$ cat src/rtl/cpu_defs.sv
// Constants and payload types shared by the fetch stage and the datapath.
// PC arithmetic is modulo 2^ADDR_W throughout.
package cpu_defs;
    localparam int ADDR_W = 16;
    localparam int DATA_W = 16;
    localparam logic [ADDR_W-1:0] RESET_PC = 16'h0000;
    localparam logic [ADDR_W-1:0] PC_INC   = 16'd4;

    typedef struct packed {
        logic [ADDR_W-1:0] pc;
        logic [DATA_W-1:0] instr;
    } fetch_entry_t;
endpackage

$ cat src/rtl/fetch_unit_if.sv
// Fetch-stage bus: redirect in, instruction-memory request/response, instruction handshake out.
// master = fetch unit, slave = datapath/memory side.
interface fetch_unit_if;
    import cpu_defs::*;

    logic              redirect;
    logic [ADDR_W-1:0] redirect_pc;
    logic              mem_req;
    logic [ADDR_W-1:0] mem_addr;
    logic [DATA_W-1:0] mem_rdata;
    logic              instr_valid;
    logic              instr_ready;
    logic [DATA_W-1:0] instr;
    logic [ADDR_W-1:0] instr_pc;

    modport master (
        input  redirect, redirect_pc, mem_rdata, instr_ready,
        output mem_req, mem_addr, instr_valid, instr, instr_pc
    );

    modport slave (
        output redirect, redirect_pc, mem_rdata, instr_ready,
        input  mem_req, mem_addr, instr_valid, instr, instr_pc
    );
endinterface

$ cat src/rtl/fetch_queue.sv
// In-order {pc, instr} queue with push, pop, flush; head outputs come straight from flops.
// Flush wins over push/pop; caller guarantees no push when full and no pop when empty.
module fetch_queue
    import cpu_defs::*;
#(
    parameter int DEPTH = 4
) (
    input  logic                     clock,
    input  logic                     reset,
    input  logic                     push,
    input  logic                     pop,
    input  logic                     flush,
    input  fetch_entry_t             push_dat,
    output fetch_entry_t             head_dat,
    output logic                     head_vld,
    output logic [$clog2(DEPTH):0]   count
);
    localparam int PW = $clog2(DEPTH);

    fetch_entry_t   mem_q [DEPTH];
    fetch_entry_t   mem_d [DEPTH];
    logic [PW-1:0]  wr_ptr_q, wr_ptr_d;
    logic [PW-1:0]  rd_ptr_q, rd_ptr_d;
    logic [PW:0]    count_q, count_d;

    always_comb begin
        mem_d    = mem_q;
        wr_ptr_d = wr_ptr_q;
        rd_ptr_d = rd_ptr_q;
        count_d  = count_q;
        if (flush) begin
            wr_ptr_d = '0;
            rd_ptr_d = '0;
            count_d  = '0;
        end else begin
            if (push) begin
                mem_d[wr_ptr_q] = push_dat;
                wr_ptr_d        = wr_ptr_q + PW'(1);
            end
            if (pop) begin
                rd_ptr_d = rd_ptr_q + PW'(1);
            end
            count_d = count_q + {{PW{1'b0}}, push} - {{PW{1'b0}}, pop};
        end
    end

    always_ff @(posedge clock) begin
        if (reset) begin
            wr_ptr_q <= '0;
            rd_ptr_q <= '0;
            count_q  <= '0;
        end else begin
            wr_ptr_q <= wr_ptr_d;
            rd_ptr_q <= rd_ptr_d;
            count_q  <= count_d;
        end
    end

    // Payload storage needs no reset: nothing reads it while count is zero.
    always_ff @(posedge clock) begin
        mem_q <= mem_d;
    end

    assign head_vld = (count_q != '0);
    assign head_dat = head_vld ? mem_q[rd_ptr_q] : '0;
    assign count    = count_q;
endmodule

$ cat src/rtl/fetch_unit.sv
// Fetch stage: owns the PC, issues one-cycle-latency reads, queues returned words for the datapath.
// Issue is throttled so queued + in-flight never exceeds DEPTH; a redirect flushes and refetches at once.
module fetch_unit
    import cpu_defs::*;
#(
    parameter int DEPTH = 4
) (
    input  logic        clock,
    input  logic        reset,
    fetch_unit_if.master bus
);
    localparam int CW = $clog2(DEPTH) + 1;

    logic [ADDR_W-1:0] fetch_pc_q, fetch_pc_d;
    logic [ADDR_W-1:0] inflight_pc_q, inflight_pc_d;
    logic              inflight_q, inflight_d;

    logic [CW-1:0]     q_count;
    logic [CW:0]       occupancy;
    logic              issue_ok;
    logic              req;
    logic [ADDR_W-1:0] addr;
    logic              q_push, q_pop, head_vld;
    fetch_entry_t      push_dat, head_dat;

    // A same-cycle pop is deliberately not credited, keeping overflow impossible.
    assign occupancy = {1'b0, q_count} + {{CW{1'b0}}, inflight_q};
    assign issue_ok  = occupancy < (CW+1)'(DEPTH);

    always_comb begin
        req           = !reset && (bus.redirect || issue_ok);
        addr          = bus.redirect ? bus.redirect_pc : fetch_pc_q;
        fetch_pc_d    = fetch_pc_q;
        inflight_pc_d = inflight_pc_q;
        inflight_d    = req;
        if (req) begin
            fetch_pc_d    = addr + PC_INC;
            inflight_pc_d = addr;
        end
        q_push   = inflight_q && !bus.redirect;
        q_pop    = head_vld && bus.instr_ready && !bus.redirect;
        push_dat = '{pc: inflight_pc_q, instr: bus.mem_rdata};
    end

    always_ff @(posedge clock) begin
        if (reset) begin
            fetch_pc_q    <= RESET_PC;
            inflight_q    <= 1'b0;
            inflight_pc_q <= '0;
        end else begin
            fetch_pc_q    <= fetch_pc_d;
            inflight_q    <= inflight_d;
            inflight_pc_q <= inflight_pc_d;
        end
    end

    fetch_queue #(.DEPTH(DEPTH)) u_queue (
        .clock    (clock),
        .reset    (reset),
        .push     (q_push),
        .pop      (q_pop),
        .flush    (bus.redirect),
        .push_dat (push_dat),
        .head_dat (head_dat),
        .head_vld (head_vld),
        .count    (q_count)
    );

    assign bus.mem_req     = req;
    assign bus.mem_addr    = addr;
    assign bus.instr_valid = head_vld;
    assign bus.instr       = head_dat.instr;
    assign bus.instr_pc    = head_dat.pc;
endmodule

$ cat src/flat_wrapper.sv
// flat-port wrapper written by rule: the top's interface ports become plain ports
module fetch_unit_flat import cpu_defs::*;
#(
    parameter int DEPTH = 4
)
  (clock, reset, bus_redirect, bus_redirect_pc, bus_mem_rdata, bus_instr_ready, bus_mem_req, bus_mem_addr, bus_instr_valid, bus_instr, bus_instr_pc);
  fetch_unit_if bus_i ();
  input  logic clock;
  input  logic reset;
  input wire logic [$bits(bus_i.redirect)-1:0] bus_redirect;
  input wire logic [$bits(bus_i.redirect_pc)-1:0] bus_redirect_pc;
  input wire logic [$bits(bus_i.mem_rdata)-1:0] bus_mem_rdata;
  input wire logic [$bits(bus_i.instr_ready)-1:0] bus_instr_ready;
  output wire logic [$bits(bus_i.mem_req)-1:0] bus_mem_req;
  output wire logic [$bits(bus_i.mem_addr)-1:0] bus_mem_addr;
  output wire logic [$bits(bus_i.instr_valid)-1:0] bus_instr_valid;
  output wire logic [$bits(bus_i.instr)-1:0] bus_instr;
  output wire logic [$bits(bus_i.instr_pc)-1:0] bus_instr_pc;
  assign bus_i.redirect = bus_redirect;
  assign bus_i.redirect_pc = bus_redirect_pc;
  assign bus_i.mem_rdata = bus_mem_rdata;
  assign bus_i.instr_ready = bus_instr_ready;
  assign bus_mem_req = bus_i.mem_req;
  assign bus_mem_addr = bus_i.mem_addr;
  assign bus_instr_valid = bus_i.instr_valid;
  assign bus_instr = bus_i.instr;
  assign bus_instr_pc = bus_i.instr_pc;
  fetch_unit #(.DEPTH(DEPTH)) u_core (.clock(clock), .reset(reset), .bus(bus_i));
endmodule
$ cat config.mk
export PLATFORM = sky130hd
export DESIGN_NAME = fetch_unit_flat
export DESIGN_NICKNAME = d
export VERILOG_FILES = /design/src/rtl/cpu_defs.sv /design/src/rtl/fetch_unit_if.sv /design/src/rtl/fetch_queue.sv /design/src/rtl/fetch_unit.sv /design/src/flat_wrapper.sv
export SDC_FILE = /design/constraint.sdc
export NUM_CORES = 1
export LEC_CHECK = 0
export CORE_MARGIN = 2
export CORE_UTILIZATION = 30
export DETAILED_ROUTE_END_ITERATION = 10
export GPL_TIMING_DRIVEN = 0
export HOLD_SLACK_MARGIN = 0.1
export SYNTH_ARGS = -nofsm -noshare
export SYNTH_HDL_FRONTEND = slang
export SYNTH_SLANG_ARGS = --single-unit
$ cat constraint.sdc
create_clock -name clock -period 4.05 [get_ports clock]
set_clock_uncertainty 0.15 [all_clocks]
set_input_delay 1.215 -clock clock [delete_from_list [all_inputs] [get_ports clock]]
set_output_delay 1.215 -clock clock [all_outputs]
set_load 0.05 [all_outputs]
==> metrics.yaml, run 1 <==
fp.coreArea_sq_mm: 0.0226
p_per_area_mw_per_mm2: 433
crit_chain: "buf_4, buf_4, mux4_2, nor2b_1, clkdlybuf4s50_1"
fmax_mhz: 254
pwr-share-comb_pct: 10.3
drtIter0Drc: 237
vdd_drop_max_mv: 0.254
postSynth.asyncResetShare_pct: 0
maxSlewHeadroom_pct: 39.9
p_int_w: 0.00289
yosysWarningCount: 0
critical-path-top-delay-family: "buffers and inverters"
synth_flop_cell: "edfxtp_1"
layout-drive-gt1-share_pct: 25.0
h-tree-depth: 4
synth.avg_cell_area_sq_um: 15.8
place_area_sq_mm: 0.00816
hold_path_class: "register to register"
synth_cell_type_count: 45
maxCapViolCount: 0
pwr-share-seq_pct: 50.2
criticalPathCategory: "register to output pin"
numCtsBuffers: 17
fp-row-count: 55
p_leak_nw: 3.07
stdcell_area_sq_mm: 0.00884
synth_top_cell_area_share_pct: 55.8
drc_errors: 0
via_per_inst: 4.71
pin_count: 86
clockRootBuffer: "clkbuf_16"
rsz0062_at_grt: "false"
die_area_sq_mm: 0.0242
whs_endpoint: "u_core.fetch_pc_q[3]"
timing.rr.end: "u_core.u_queue.count[2]"
synthesis.area_sq_mm: 0.00689
clkSinkCount: 166
cp_slowest_cell: "clkdlybuf4s50_1"
tightest_slew_ns: 0.902
fin_nets: 589
cp_max_fo: 10
holdBufCountCts: 0
seq_area_frac_synth_pct: 66.8
dpl.cell_count: 808
ys_ff_latch: 166
syn_inst: 436
hold_start: "u_core.fetch_pc_q[3]"
hold_viol: 0
grt_max_degree: 33
r2r_setup_slack_ns: 1.66
synth_top_area_cell: "edfxtp_1"
clk_pin_slew_ns: 0.06
syn2layout_area_growth_pct: 28.2
fin_cells: 842
grt_usage_pct: 13.1
final_core_util_pct: 39.1
cp-start-kind: "register"
fin_ws_ns: 0.118
switching_share_pct: 24.5
cts_tree: "yes"
initial_core_util_pct: 30.5
fin_crit_sh_pct: 97.1
grt_antenna_before_repair: 0
grt-ovfl-total: 0
synth-edff-count: 128
grt_first_pass_wirelength_mm: 23.8
dpl.hpwl_mm: 10.3
ant_nets: 0
clock_latency_ns: 0.42
min_period_ns: 3.93
cts_max_path_buffers: 2
p_switching_w: 0.000939
reg2reg_depth: 9
n_antenna_cell: 0
vias: 3963
slew_viol_final: 0
routed_wl_mm: 15.1
critPathRequiredTime_ns: 2.68
status: "finished clean"
r2r-start: "u_core.u_queue.count[1]"
p_clk_share_pct: 39.5
synth_area_leaders: "edfxtp_1 (56%), dfxtp_1 (11%), mux4_2 (10%)"
min_delay_path_depth: 2
arrival_ns: 2.57
syn-num-nets: 481
grt_pass1_vias: 4126
preCtsSetupSlack_ns: -0.864
die_h_um: 156
post_drt_wl_per_cell_um: 18.0
setup-violations-final: 0
crit_buf_inv: 3
portBuffers: 84
dieWidth_um: 156
crit_top_cell: "buf_4"
place_congestion: 0.787
dr.pass1.iters: 4
endpoint_kind: "output pin"
slowest_delay_ns: 0.73
## how the worst max path moves through the flow
stage | startpoint | endpoint | slack [ns] | cells after the start
floorplan | bus_redirect | bus_mem_addr[11] | 0.55 | 4
global placement | bus_redirect | bus_mem_addr[7] | -0.87 | 6
detailed placement | bus_redirect | bus_mem_addr[7] | -0.86 | 6
CTS | u_core.u_queue.rd_ptr_q[0] | bus_instr_pc[5] | 0.05 | 5
global route | u_core.u_queue.rd_ptr_q[0] | bus_instr_pc[2] | 0.002 | 5
finish | u_core.u_queue.rd_ptr_q[0] | bus_instr_pc[6] | 0.12 | 5
## metrics by stage
step | setup TNS [ns] | power (W) | hold WS, ns
after global routing | 0 | 0.00397 | 0.360
final | 0 | 0.00383 | 0.338
after global placement | -52.86 | 0.00233 | 0.293
after floorplan | 0 | 0.00218 | 0.274
after CTS | 0 | 0.00387 | 0.329
after detailed placement | -11.44 | 0.00234 | 0.308
## cell usage in the layout, fill, tap and decap left out, types with 9 or more instances in the layout
cell type / synthesis / layout
o21ai_0: 12 / 12
xnor2_1: 13 / 13
mux2i_4: 0 / 10
inv_1: 19 / 19
dfxtp_1: 38 / 38
clkbuf_16: 0 / 17
buf_2: 5 / 14
nor2b_1: 30 / 30
nand3_1: 14 / 14
mux4_2: 32 / 32
edfxtp_1: 128 / 128
dlygate4sd2_1: 0 / 11
o21ai_2: 9 / 9
nand2_1: 36 / 36
clkdlybuf4s50_1: 0 / 56
## cells in the mapped netlist (8+ instances only)
library cell,count
dfxtp_1,38
ha_1,8
xnor2_1,13
nor2b_1,30
inv_1,19
nand2_1,36
mux4_2,32
edfxtp_1,128
o21ai_2,9
nand3_1,14
nor2_1,8
o21ai_0,12
mux2i_1,12
## layer usage
metal / vias to the layer above / wire length, um / GRT usage (%)
met3: 11 / 673 / 3.50
li1: 1859 / - / -
met2: 105 / 7340 / 21.6
met4: 0 / 138 / 3.63
met1: 1988 / 6990 / 17.1
met5: - / 0 / 0
## power groups by stage
stage / Clock, W / Combinational, W / Sequential [W]
2_1_floorplan: 0 / 0.000239 / 0.00194
3_3_place_gp: 0 / 0.000379 / 0.00195
3_5_place_dp: 0 / 0.000388 / 0.00195
4_1_cts: 0.00155 / 0.000398 / 0.00192
5_1_grt: 0.00162 / 0.000420 / 0.00193
6_report: 0.00151 / 0.000392 / 0.00192
## cell families (layout without fill, tap and decap cells)
group,after synthesis,after routing,synth area share (%)
AOI/OAI and AO/OA,39,39,4.12
xor gates and xnor gates,14,14,1.78
adders and majority gates,9,9,1.74
buffers and inverters,40,161,2.99
DFF,166,166,66.8
muxes,49,49,13.0
and+or+nand+nor,119,119,9.56
## flip-flops by register name, summed over array words and instances, names as in the netlist
signal / count
u_core.u_queue.count: 3
u_core.u_queue.wr_ptr_q: 2
u_core.inflight_pc_q: 16
u_core.fetch_pc_q: 14
u_core.inflight_q: 1
u_core.u_queue.mem_q: 128
u_core.u_queue.rd_ptr_q: 2
## area by class of cell
class | count | area (sq um)
Fill cell | 2110 | 13700
Timing Repair Buffer | 89 | 857
Buffer | 19 | 153
Multi-Input combinational cell | 230 | 2230
Inverter | 21 | 83.8
Clock inverter | 14 | 124
Clock buffer | 18 | 429
Tap cell | 285 | 357
Sequential cell | 166 | 4600
## repair_timing
action,CTS,global route
gates resized for setup,112,4
buffers inserted,2,0
endpoints found under the hold margin,0,0
endpoints found under the setup margin,47,4
## tightest hold or removal path: stages (launching register included)
cell,delay [ns]
dfxtp_1,0.33
nand2_1,0.06
a21oi_1,0.05
Note: power is estimated with default switching activity, not from simulation.
==> run 2: changes to the inputs <==
--- a/config.mk
+++ b/config.mk
@@ -5,6 +5,7 @@
 export SDC_FILE = /design/constraint.sdc
 export NUM_CORES = 1
 export LEC_CHECK = 0
+export CAP_MARGIN = 0
 export CORE_MARGIN = 2
 export CORE_UTILIZATION = 30
 export DETAILED_ROUTE_END_ITERATION = 10
==> results of run 2 <==
Final layout, timing and power as in run 1 (identical DEF).
